===== src/rtl/mux_pkg.sv =====
// ============================================================================
// Module : mux_pkg
// Brief  : Shared helpers for the pipelined N:1 select (range check on select).
// Rev    : 1.0  initial release
// ============================================================================
`default_nettype none

package mux_pkg;

    // Widths are passed as 32-bit values so any SEL_W zero-extends cleanly.
    function automatic logic sel_in_range(input logic [31:0] sel, input logic [31:0] n);
        return (sel < n);
    endfunction

endpackage

`default_nettype wire


===== src/rtl/mux_n_pipe_skid.sv =====
// ============================================================================
// Module : skid_buffer
// Brief  : Two-entry (main + skid) valid/ready stage; ready is a pure register.
// Rev    : 1.0  initial release
// ============================================================================
`default_nettype none

module skid_buffer #(
    parameter int PW = 6
) (
    input  logic          clk,
    input  logic          rst_n,
    input  logic [PW-1:0] i_up_data,
    input  logic          i_up_valid,
    output logic          o_up_ready,
    output logic [PW-1:0] o_dn_data,
    output logic          o_dn_valid,
    input  logic          i_dn_ready
);

    logic [PW-1:0] r_main;
    logic          r_main_valid;
    logic [PW-1:0] r_skid;
    logic          r_skid_valid;
    logic          w_accept;
    logic          w_emit;

    assign w_accept = i_up_valid & ~r_skid_valid;
    assign w_emit   = r_main_valid & i_dn_ready;

    always_ff @(posedge clk or negedge rst_n) begin
        if (!rst_n) begin
            r_main       <= '0;
            r_main_valid <= 1'b0;
            r_skid       <= '0;
            r_skid_valid <= 1'b0;
        end else if (w_emit) begin
            // A full skid blocks accept, so draining it never collides with new data.
            if (r_skid_valid) begin
                r_main       <= r_skid;
                r_skid_valid <= 1'b0;
            end else if (w_accept) begin
                r_main       <= i_up_data;
            end else begin
                r_main_valid <= 1'b0;
            end
        end else if (w_accept) begin
            if (!r_main_valid) begin
                r_main       <= i_up_data;
                r_main_valid <= 1'b1;
            end else begin
                r_skid       <= i_up_data;
                r_skid_valid <= 1'b1;
            end
        end
    end

    assign o_up_ready = ~r_skid_valid;
    assign o_dn_data  = r_main;
    assign o_dn_valid = r_main_valid;

endmodule

`default_nettype wire


===== src/rtl/mux_n_pipe.sv =====
// ============================================================================
// Module : mux_n_pipe
// Brief  : Registered N:1 mux with valid/ready, skid buffer and error counter.
// Rev    : 1.0  initial release
// ============================================================================
`default_nettype none

module mux_n_pipe
    import mux_pkg::*;
#(
    parameter  int WIDTH     = 5,
    parameter  int N_INPUTS  = 4,
    parameter  int ERR_CNT_W = 8,
    localparam int SEL_W     = (N_INPUTS > 1) ? $clog2(N_INPUTS) : 1
) (
    input  logic                      clk,
    input  logic                      rst_n,
    input  logic [N_INPUTS*WIDTH-1:0] in_data,
    input  logic [SEL_W-1:0]          in_sel,
    input  logic                      in_valid,
    output logic                      in_ready,
    output logic [WIDTH-1:0]          out_data,
    output logic                      out_err,
    output logic                      out_valid,
    input  logic                      out_ready,
    output logic [ERR_CNT_W-1:0]      err_count
);

    localparam int ENTRY_W = WIDTH + 1;

    typedef struct packed {
        logic             err;
        logic [WIDTH-1:0] data;
    } entry_t;

    entry_t                 w_res;
    entry_t                 w_out;
    logic [WIDTH-1:0]       w_sel_data;
    logic                   w_in_range;
    logic                   w_accept;
    logic [ERR_CNT_W-1:0]   r_err_cnt;

    always_comb begin
        w_sel_data = '0;
        for (int k = 0; k < N_INPUTS; k++) begin
            if (in_sel == SEL_W'(k)) begin
                w_sel_data = in_data[k*WIDTH +: WIDTH];
            end
        end
    end

    assign w_in_range = sel_in_range(32'(in_sel), 32'(N_INPUTS));
    assign w_res.err  = ~w_in_range;
    assign w_res.data = w_in_range ? w_sel_data : '0;
    assign w_accept   = in_valid & in_ready;

    always_ff @(posedge clk or negedge rst_n) begin
        if (!rst_n) begin
            r_err_cnt <= '0;
        end else if (w_accept && w_res.err && (r_err_cnt != '1)) begin
            r_err_cnt <= r_err_cnt + ERR_CNT_W'(1);
        end
    end

    skid_buffer #(
        .PW (ENTRY_W)
    ) u_skid (
        .clk        (clk),
        .rst_n      (rst_n),
        .i_up_data  (w_res),
        .i_up_valid (in_valid),
        .o_up_ready (in_ready),
        .o_dn_data  (w_out),
        .o_dn_valid (out_valid),
        .i_dn_ready (out_ready)
    );

    assign out_data  = w_out.data;
    assign out_err   = w_out.err;
    assign err_count = r_err_cnt;

endmodule

`default_nettype wire

===== config.mk =====
export PLATFORM = sky130hd
export DESIGN_NAME = mux_n_pipe
export DESIGN_NICKNAME = d
export VERILOG_FILES = /design/src/rtl/mux_pkg.sv /design/src/rtl/mux_n_pipe_skid.sv /design/src/rtl/mux_n_pipe.sv
export SDC_FILE = /design/constraint.sdc
export NUM_CORES = 1
export LEC_CHECK = 0
export ABC_AREA = 0
export ABC_CLOCK_PERIOD_IN_PS = 1100
export CAP_MARGIN = 5
export CORE_UTILIZATION = 33
export CTS_CLUSTER_DIAMETER = 100
export CTS_CLUSTER_SIZE = 40
export DETAILED_ROUTE_END_ITERATION = 10
export PLACE_DENSITY = 0.75
export SLEW_MARGIN = 20
export SYNTH_ARGS = -nofsm -noshare
export SYNTH_HDL_FRONTEND = slang
export SYNTH_SLANG_ARGS = --single-unit

===== constraint.sdc =====
create_clock -name clk -period 1.1 [get_ports clk]
set_input_delay 0.22 -clock clk [delete_from_list [all_inputs] [get_ports clk]]
set_output_delay 0.22 -clock clk [all_outputs]
set_load 0.005 [all_outputs]

==> results of run 1 <==
==> layer usage <==
layer / wire length [um] / up-vias / track usage
li1: - / 288 / -
met1: 601 / 293 / 0.196
met2: 807 / 37 / 0.277
met3: 132 / 2 / 0.0370
met4: 15 / 0 / 0.0500
met5: 0 / - / 0
==> cell usage in the layout (no fill, tap or decap) <==
master            n
dlygate4sd2_1     2
buf_2             1
a211oi_2          1
a22oi_1           1
a221o_1           5
dfrtp_2           2
clkbuf_4          3
clkdlybuf4s50_1  23
clkbuf_2          5
and2_1            5
inv_1             2
clkbuf_8          1
nand2_2           1
o21ai_0           2
mux4_2            5
mux2_4            5
mux2i_1           1
inv_2             1
buf_6             5
dfrtp_1          10
and3_4            1
nor3_4            1
a21o_1            1
buf_4            10
conb_1            9
==> cells by family (layout without fill, tap and decap cells) <==
family | Yosys count | after routing | share of synthesized area
mux | 11 | 11 | 0.253
compound gates | 10 | 10 | 0.117
flops | 12 | 12 | 0.425
buf+inv | 13 | 53 | 0.127
other cells | 1 | 9 | 0.00530
simple gates | 8 | 8 | 0.0726
==> final timing paths <==
check	start	endpoint	slack, ns
max	u_skid.r_skid_valid	u_skid.o_dn_data[0]	-0.23
min in group clk	u_skid.r_skid[2]	u_skid.r_skid[2]	0.51
min reg2reg	u_skid.r_skid[2]	u_skid.r_skid[2]	0.51
min	rst_n	u_skid.o_dn_data[0]	0.25
max in group asynchronous	rst_n	u_skid.o_dn_valid	0.68
max reg2reg	u_skid.r_skid_valid	u_skid.o_dn_data[0]	-0.23
==> through the flow <==
stage / instance area (um^2) / setup slack, ns
global route: 1180 / -0.263
detailed placement: 1060 / -0.685
finish: 1180 / -0.230
CTS: 1190 / -0.213
global placement: 1060 / -0.662
floorplan: 751 / -0.123
==> report_power, final <==
group	internal [mW]	switching (mW)	leakage, nW
Combinational	0.734	0.388	0.376
Clock	0.201	0.152	0.0210
Sequential	0.661	0.139	0.144
Total	1.60	0.679	0.541
==> cells in the mapped netlist <==
cell and count:
mux2_2 5, mux4_2 5, inv_1 3, o21ai_0 2, buf_6 1, mux2i_1 1, and2_1 5, a211oi_1 1
and3_1 1, dfrtp_1 12, buf_4 9, nand2_1 1, nor3_2 1, a21o_1 1, a221o_1 5, conb_1 1
a22oi_1 1
==> worst max-delay path, cell delays in order (launching register included) <==
cell and delay, ns:
dfrtp_2 0.43, buf_6 0.13, mux2i_1 0.11, a21o_1 0.22, a221o_1 0.33
==> sequential cells by signal (all words and copies together), names as in the netlist <==
register	flops
u_skid.o_dn_data	5
u_skid.o_dn_valid	1
u_skid.r_skid_valid	1
u_skid.r_skid	5
==> repair_timing <==
action | in CTS | in global routing
buffers inserted | 8 | 1
setup endpoints to repair | 17 | 16
pin swaps | 6 | 0
resized for setup | 32 | 7
hold buffers | 0 | 0
==> layout make-up <==
cell class / count / area [um^2] / area share
Clock buffer: 4 / 36.3 / 0.0308
Inverter: 3 / 11.3 / 0.00956
Multi-Input combinational cell: 38 / 384 / 0.326
Sequential cell: 12 / 303 / 0.257
Tap cell: 27 / 33.8 / 0.0287
Timing Repair Buffer: 46 / 409 / 0.348
==> flow_summary.yaml, run 1 <==
critical_path:
  worst_ep_arrival_time_ns: 1.49
  worstSetupEndpointType: "flop"
  crit_path_start_kind: "flop"
  critPathRequiredTime_ns: 1.26
  worstSetupPathType: "reg -> reg"
  cp_max_fo: 5
  r2r_cells: 4
sta:
  report.final.setup_viol: 11
  rsz0062_at_grt: "true"
  finalCritPeriodShare: 1.21
  fmax_mhz: 752
  hold_violations: 0
  drv_slew: 0
  fin_crit_ns: 1.33
  fin_ws_ns: -0.230
  tns_ns: -2.11
  skew_ns: 0.00155
  whs_ns: 0.254
logic_synthesis:
  yosysTopAreaCell: "dfrtp_1"
  synth_area_um2: 707
  netlist_top_cells_area: "dfrtp_1 (42%), mux4_2 (16%), buf_4 (9.6%)"
  avgSynthCellArea_um2: 12.9
  synth_top_area_frac: 0.425
  ys_types: 17
  synth-seq-area-share: 0.425
  ys_warn_count: 0
  synth_seq_cells: 12
  syn_inst: 55
power_and_ir_drop:
  power_mw: 2.27
  ir_drop_v: 0.000797
  powerDensity_nw_per_um2: 1930
  p_leak_nw: 0.541
clock_tree:
  htree_num_levels: 1
  path_clk_slew_ns: 0.08
  cts_buffers: 3
  clock_sinks: 12
  cts_tree: "yes"
  insertion_delay_ns: 0.27
  root_buffer: "clkbuf_4"
  clockBufferDepth: 2
global_route:
  grt_use_total: 0.160
  grt_pass1_wl_um: 2500
  antenna_found_initial: 0
  grt_pass1_vias: 597
  grt_max_degree: 13
  grt-ovfl-total: 0
placement:
  post-place-cells: 117
  place.gp.congestion: 0.745
  portBuffers: 32
  place_hpwl_um: 1190
detailed_routing:
  ant_nets: 0
  drc: 0
  post_drt_via_cell_ratio: 4.77
  wl_per_cell_um: 12.0
  drtPass1Iterations: 3
  vias: 620
  wirelength_um: 1560
  drt_iter0_drc: 10
floorplanning:
  top_level_ports: 42
  coreArea_um2: 1980
  initial_core_util: 0.357
  die_h_um: 48.3
  num_rows: 16
  dieArea_um2: 2330
  die_w_um: 48.3
flow_run:
  maxCapViolCount: 0
worst_hold_path:
  hold_class: "in -> async"
finish:
  nets: 130
  instances_no_fill: 130
  antenna_cells: 0
  n_fill_cell: 177
  syn_to_final_growth_pct: 66.5
  drive_gt1_frac: 0.408
  postLayoutCoreUtil: 0.594
status:
  violations: "setup timing"
  status: "finished with violations"
No activity file was read; power rests on OpenSTA's default activity.
==> run 2, diff against run 1 <==
- ABC_CLOCK_PERIOD_IN_PS: 1100 -> 1200
- clock period: 1.1 -> 1.2 ns (I/O delays scaled with it)
==> run 2 against run 1 <==
Non-clock buffer count is 2 lower. Clock skew barely moved. Die area stayed put. Largest power group unchanged. Critical path depth is the same. Setup slack improved by 0.11 ns. Critical path type unchanged. Design area up 0.21%. The run still ends with setup timing left. Routed wire length fell by 1.3%.
==> flow_summary.yaml, run 2 (synthesized netlist as in run 1, its figures left out) <==
status:
  status: "finished with violations"
  violations: "setup timing"
placement:
  place.gp.congestion: 0.745
  post-place-cells: 117
  pre_cts_ws_ns: -0.605
  place_hpwl_um: 1190
  portBuffers: 32
detailed_routing:
  vias: 620
  wl_per_cell_um: 12.0
  ant_nets: 0
  post_drt_via_cell_ratio: 4.84
  drtPass1Iterations: 2
  drt_iter0_drc: 5
  drc: 0
  wirelength_um: 1540
critical_path:
  crit_path_start_kind: "flop"
  critPathTopFamily: "compound AO/OA/AOI/OAI gates"
  worst_ep_arrival_time_ns: 1.48
  cp.depth: 4
  reg2reg_to: "u_skid.o_dn_data[0]"
  crit_buf_inv: 1
  r2r_cells: 4
  worstSetupEndpointType: "flop"
  critPathRequiredTime_ns: 1.36
  slowest_delay_ns: 0.42
  cp_slowest_cell: "dfrtp_2"
  reg2reg_setup_slack_ns: -0.12
  cp_cell_sequence: "buf_6, mux2i_1, a21o_1, a221o_1"
  timing.rr.start: "u_skid.r_skid_valid"
  worstSetupPathType: "reg -> reg"
  cp_max_fo: 6
sta:
  whs_ns: 0.274
  finalCritPeriodShare: 1.10
  fmax_mhz: 755
  fin_ws_ns: -0.125
  hold_violations: 0
  skew_ns: 0.00148
  report.final.setup_viol: 10
  drv_slew: 0
  rsz0062_at_grt: "true"
  fin_crit_ns: 1.32
global_route:
  grt_max_degree: 13
  grt-ovfl-total: 0
  grt_pass1_vias: 575
  grt_use_total: 0.156
  antenna_found_initial: 0
  grt_pass1_wl_um: 2460
finish:
  antenna_cells: 0
  postLayoutCoreUtil: 0.595
  layout_common_cells: "clkdlybuf4s50_1 (22), dfrtp_1 (10), conb_1 (9)"
  final_common_cell: "clkdlybuf4s50_1"
  nets: 128
  register_area_um2: 303
  drive_gt1_frac: 0.327
  n_fill_cell: 179
  instances_no_fill: 128
  syn_to_final_growth_pct: 66.9
  multi_input_area_um2: 384
clock_tree:
  htree_num_levels: 1
  root_buffer: "clkbuf_4"
  clock_sinks: 12
  clockBufferDepth: 2
  cts_buffers: 3
  insertion_delay_ns: 0.27
  cts_tree: "yes"
  path_clk_slew_ns: 0.08
power_and_ir_drop:
  p_leak_nw: 0.541
  ir_drop_v: 0.000675
  powerDensity_nw_per_um2: 1730
  power_mw: 2.04
floorplanning:
  top_level_ports: 42
  num_rows: 16
  dieArea_um2: 2330
  die_w_um: 48.3
  initial_core_util: 0.357
  die_h_um: 48.3
  coreArea_um2: 1980
worst_hold_path:
  hold_class: "in -> async"
flow_run:
  maxCapViolCount: 0
-- run 2: cell count changes in the layout (fill, tap and decap cells not counted) --
cell | previous run | this run
inv_1 | 2 | 3
inv_2 | 1 | 0
buf_4 | 10 | 8
clkbuf_2 | 5 | 1
buf_6 | 5 | 4
buf_2 | 1 | 0
clkdlybuf4s50_1 | 23 | 22
clkdlybuf4s15_1 | 0 | 2
dlygate4sd2_1 | 2 | 7
-- run 2: per-layer routing --
metal	part of all wire	wire, um	track usage	vias up
met5	0	0	0	-
met4	0.0091	14	0.0500	0
met3	0.087	133	0.0370	3
met2	0.50	765	0.256	38
met1	0.40	622	0.202	299
li1	-	-	-	280
-- run 2: worst max path at each step --
| stage | from | end |
|---|---|---|
| final | u_skid.r_skid_valid | u_skid.o_dn_data[0] |
| after global routing | u_skid.r_skid_valid | u_skid.o_dn_data[1] |
| after CTS | u_skid.r_skid_valid | u_skid.o_dn_data[4] |
| after detailed placement | in_sel[0] | u_skid.o_dn_data[2] |
| after floorplan | in_sel[0] | u_skid.o_dn_data[0] |
| after global placement | in_sel[0] | u_skid.o_dn_data[1] |
-- run 2: layout make-up --
cell class	instances	area share
Multi-Input combinational cell	38	0.326
Clock buffer	4	0.0308
Sequential cell	12	0.257
Timing Repair Buffer	44	0.349
Inverter	3	0.00954
Tap cell	27	0.0286
-- run 2: what timing repair did --
item                       4_1_cts  5_1_grt
hold buffers                     0        0
setup buffers                    7        0
setup endpoints to repair       17       13
gates resized for setup         24        3
pin swaps                        5        1
-- run 2: worst register-to-register path, cell delays in order, from the launching register on --
cell	delay, ns
dfrtp_2	0.42
buf_6	0.14
mux2i_1	0.11
a21o_1	0.22
a221o_1	0.33
-- run 2: report_power, final --
part | total (mW) | internal [mW] | switching [mW]
combinational | 0.994 | 0.648 | 0.346
sequential | 0.726 | 0.606 | 0.120
clock | 0.322 | 0.184 | 0.138
total | 2.04 | 1.44 | 0.604
-- run 2: through the flow --
step	cell area (um^2)	setup TNS, ns
3_3_place_gp	1060	-5.70
6_report	1180	-0.984
5_1_grt	1180	-1.29
3_5_place_dp	1060	-5.89
2_1_floorplan	751	-0.307
4_1_cts	1180	-1.01
==> run 3, diff against run 2 <==
- PLACE_DENSITY: 0.75 -> 0.78
- TNS_END_PERCENT: unset -> 5
==> run 3 against run 2 <==
The run still ends with setup timing left. Worst hold slack worse by 0.015 ns. Sequential power fell by 1%. Utilization fell by 1.4 points. Critical path depth up 1. Sequential share of layout area grew 0.61 points. Routed wire length increased by 6.1%. Register-to-register slack worse by 0.02 ns. Critical path type is now in -> reg.
==> flow_summary.yaml, run 3 (synthesized netlist as in run 1, its figures left out) <==
critical_path:
  critPathTopFamily: "buffers and inverters"
  worstSetupPathType: "in -> reg"
  slowest_delay_ns: 0.52
  worstSetupEndpointType: "flop"
  critPathRequiredTime_ns: 1.36
  worst_ep_arrival_time_ns: 1.52
  crit_buf_inv: 2
  cp_cell_sequence: "clkdlybuf4s50_1, nand2_2, nor3_4, buf_4, mux2_2"
  crit_path_start_kind: "input port"
  cp_max_fo: 3
  cp_slowest_cell: "clkdlybuf4s50_1"
clock_tree:
  postCtsHoldBufs: 0
  insertion_delay_ns: 0.27
  path_clk_slew_ns: 0.07
  htree_num_levels: 1
  root_buffer: "clkbuf_4"
  cts_tree: "yes"
  clockBufferDepth: 2
  clock_sinks: 12
  cts_buffers: 3
finish:
  finalInstanceArea_um2: 1150
  antenna_cells: 0
  nets: 124
  final_common_cell: "clkdlybuf4s50_1"
  layout_common_cells: "clkdlybuf4s50_1 (23), dfrtp_1 (10), conb_1 (9)"
  syn_to_final_growth_pct: 63.0
  drive_gt1_frac: 0.289
detailed_routing:
  vias: 607
  drt_iter0_drc: 13
  post_drt_via_cell_ratio: 4.90
  wirelength_um: 1630
  ant_nets: 0
  drtPass1Iterations: 4
  wl_per_cell_um: 13.1
  drc: 0
power_and_ir_drop:
  p_leak_nw: 0.514
  power.share.combinational: 0.478
  p_seq_frac: 0.362
  power_mw: 1.99
  swShare: 0.298
  p_clk_frac: 0.160
  ir_drop_v: 0.000732
  powerDensity_nw_per_um2: 1720
  power.switching_mw: 0.591
  p_int_mw: 1.39
floorplanning:
  die_w_um: 48.3
  die_h_um: 48.3
  dieArea_um2: 2330
  top_level_ports: 42
  initial_core_util: 0.357
  num_rows: 16
  coreArea_um2: 1980
sta:
  rsz0062_at_grt: "true"
  fin_ws_ns: -0.162
  finalCritPeriodShare: 1.13
  skew_ns: 0.00260
  drv_slew: 0
  report.final.setup_viol: 11
  fin_crit_ns: 1.36
  fmax_mhz: 734
  hold_violations: 0
worst_hold_path:
  hold_class: "in -> async"
global_route:
  grt-ovfl-total: 0
  top_usage_layer: "met2"
  grt_pass1_wl_um: 2500
  met2_usage: 0.291
  grt_max_degree: 13
  antenna_found_initial: 0
  grtUsageMet1: 0.169
  grt_pass1_vias: 618
  use_met3: 0.0444
  grt_use_total: 0.163
placement:
  portBuffers: 32
  place.gp.congestion: 0.738
  dpl_cell_area_um2: 1050
  pre_cts_ws_ns: -0.613
  place_hpwl_um: 1290
flow_run:
  maxCapViolCount: 0
status:
  status: "finished with violations"
  violations: "setup timing"
-- run 3: timing repair --
item,in CTS,in global routing
endpoints found under the setup margin,17,16
buffers inserted,2,2
gates resized for setup,16,12
pin swaps,5,2
-- run 3: worst reg2reg max path: cells and delay by family, from the launching register on --
family	cells	cell delay (ns)
multiplexers	1	0.32
buffers and inverters	2	0.27
flip-flops	1	0.37
AND/OR/NAND/NOR	2	0.28
-- run 3: final timing paths --
| kind | start | to | slack [ns] | depth (start not counted) |
|---|---|---|---|---|
| max | in_valid | u_skid.r_skid[4] | -0.16 | 5 |
| min | rst_n | u_skid.o_dn_data[1] | 0.26 | 2 |
| max reg2reg | u_skid.o_dn_valid | u_skid.r_skid[4] | -0.14 | 5 |
| min reg2reg | u_skid.r_skid[4] | u_skid.r_skid[4] | 0.51 | 1 |
| max in group asynchronous | rst_n | u_skid.r_skid_valid | 0.78 | 2 |
| min in group clk | u_skid.r_skid[4] | u_skid.r_skid[4] | 0.51 | 1 |
-- run 3: cell type report --
type | instances | area, um^2
Fill cell | 161 | 830
Tap cell | 27 | 33.8
Clock buffer | 4 | 36.3
Sequential cell | 12 | 303
Multi-Input combinational cell | 38 | 375
Inverter | 3 | 11.3
Timing Repair Buffer | 40 | 393
-- run 3: metrics by stage --
stage / utilization / hold slack (ns) / cells / setup TNS (ns)
3_5_place_dp: 0.529 / 0.497 / 116 / -6.18
6_report: 0.581 / 0.260 / 124 / -1.33
4_1_cts: 0.558 / 0.264 / 122 / -1.27
3_3_place_gp: 0.529 / 0.481 / 116 / -5.83
2_1_floorplan: - / -0.0556 / 63 / -0.338
5_1_grt: 0.581 / 0.264 / 124 / -1.71
-- run 3: power groups by stage --
stage / clock network, mW / registers, mW / logic [mW]
6_report: 0.317 / 0.719 / 0.949
5_1_grt: 0.348 / 0.743 / 1.02
4_1_cts: 0.323 / 0.709 / 0.851
3_5_place_dp: 0 / 0.762 / 0.789
3_3_place_gp: 0 / 0.751 / 0.758
2_1_floorplan: 0 / 0.732 / 0.396
-- run 3: per-layer routing --
metal / vias up / routed length, um
met5: - / 0
met4: 0 / 38
met2: 40 / 887
met1: 287 / 598
li1: 273 / -
met3: 7 / 104
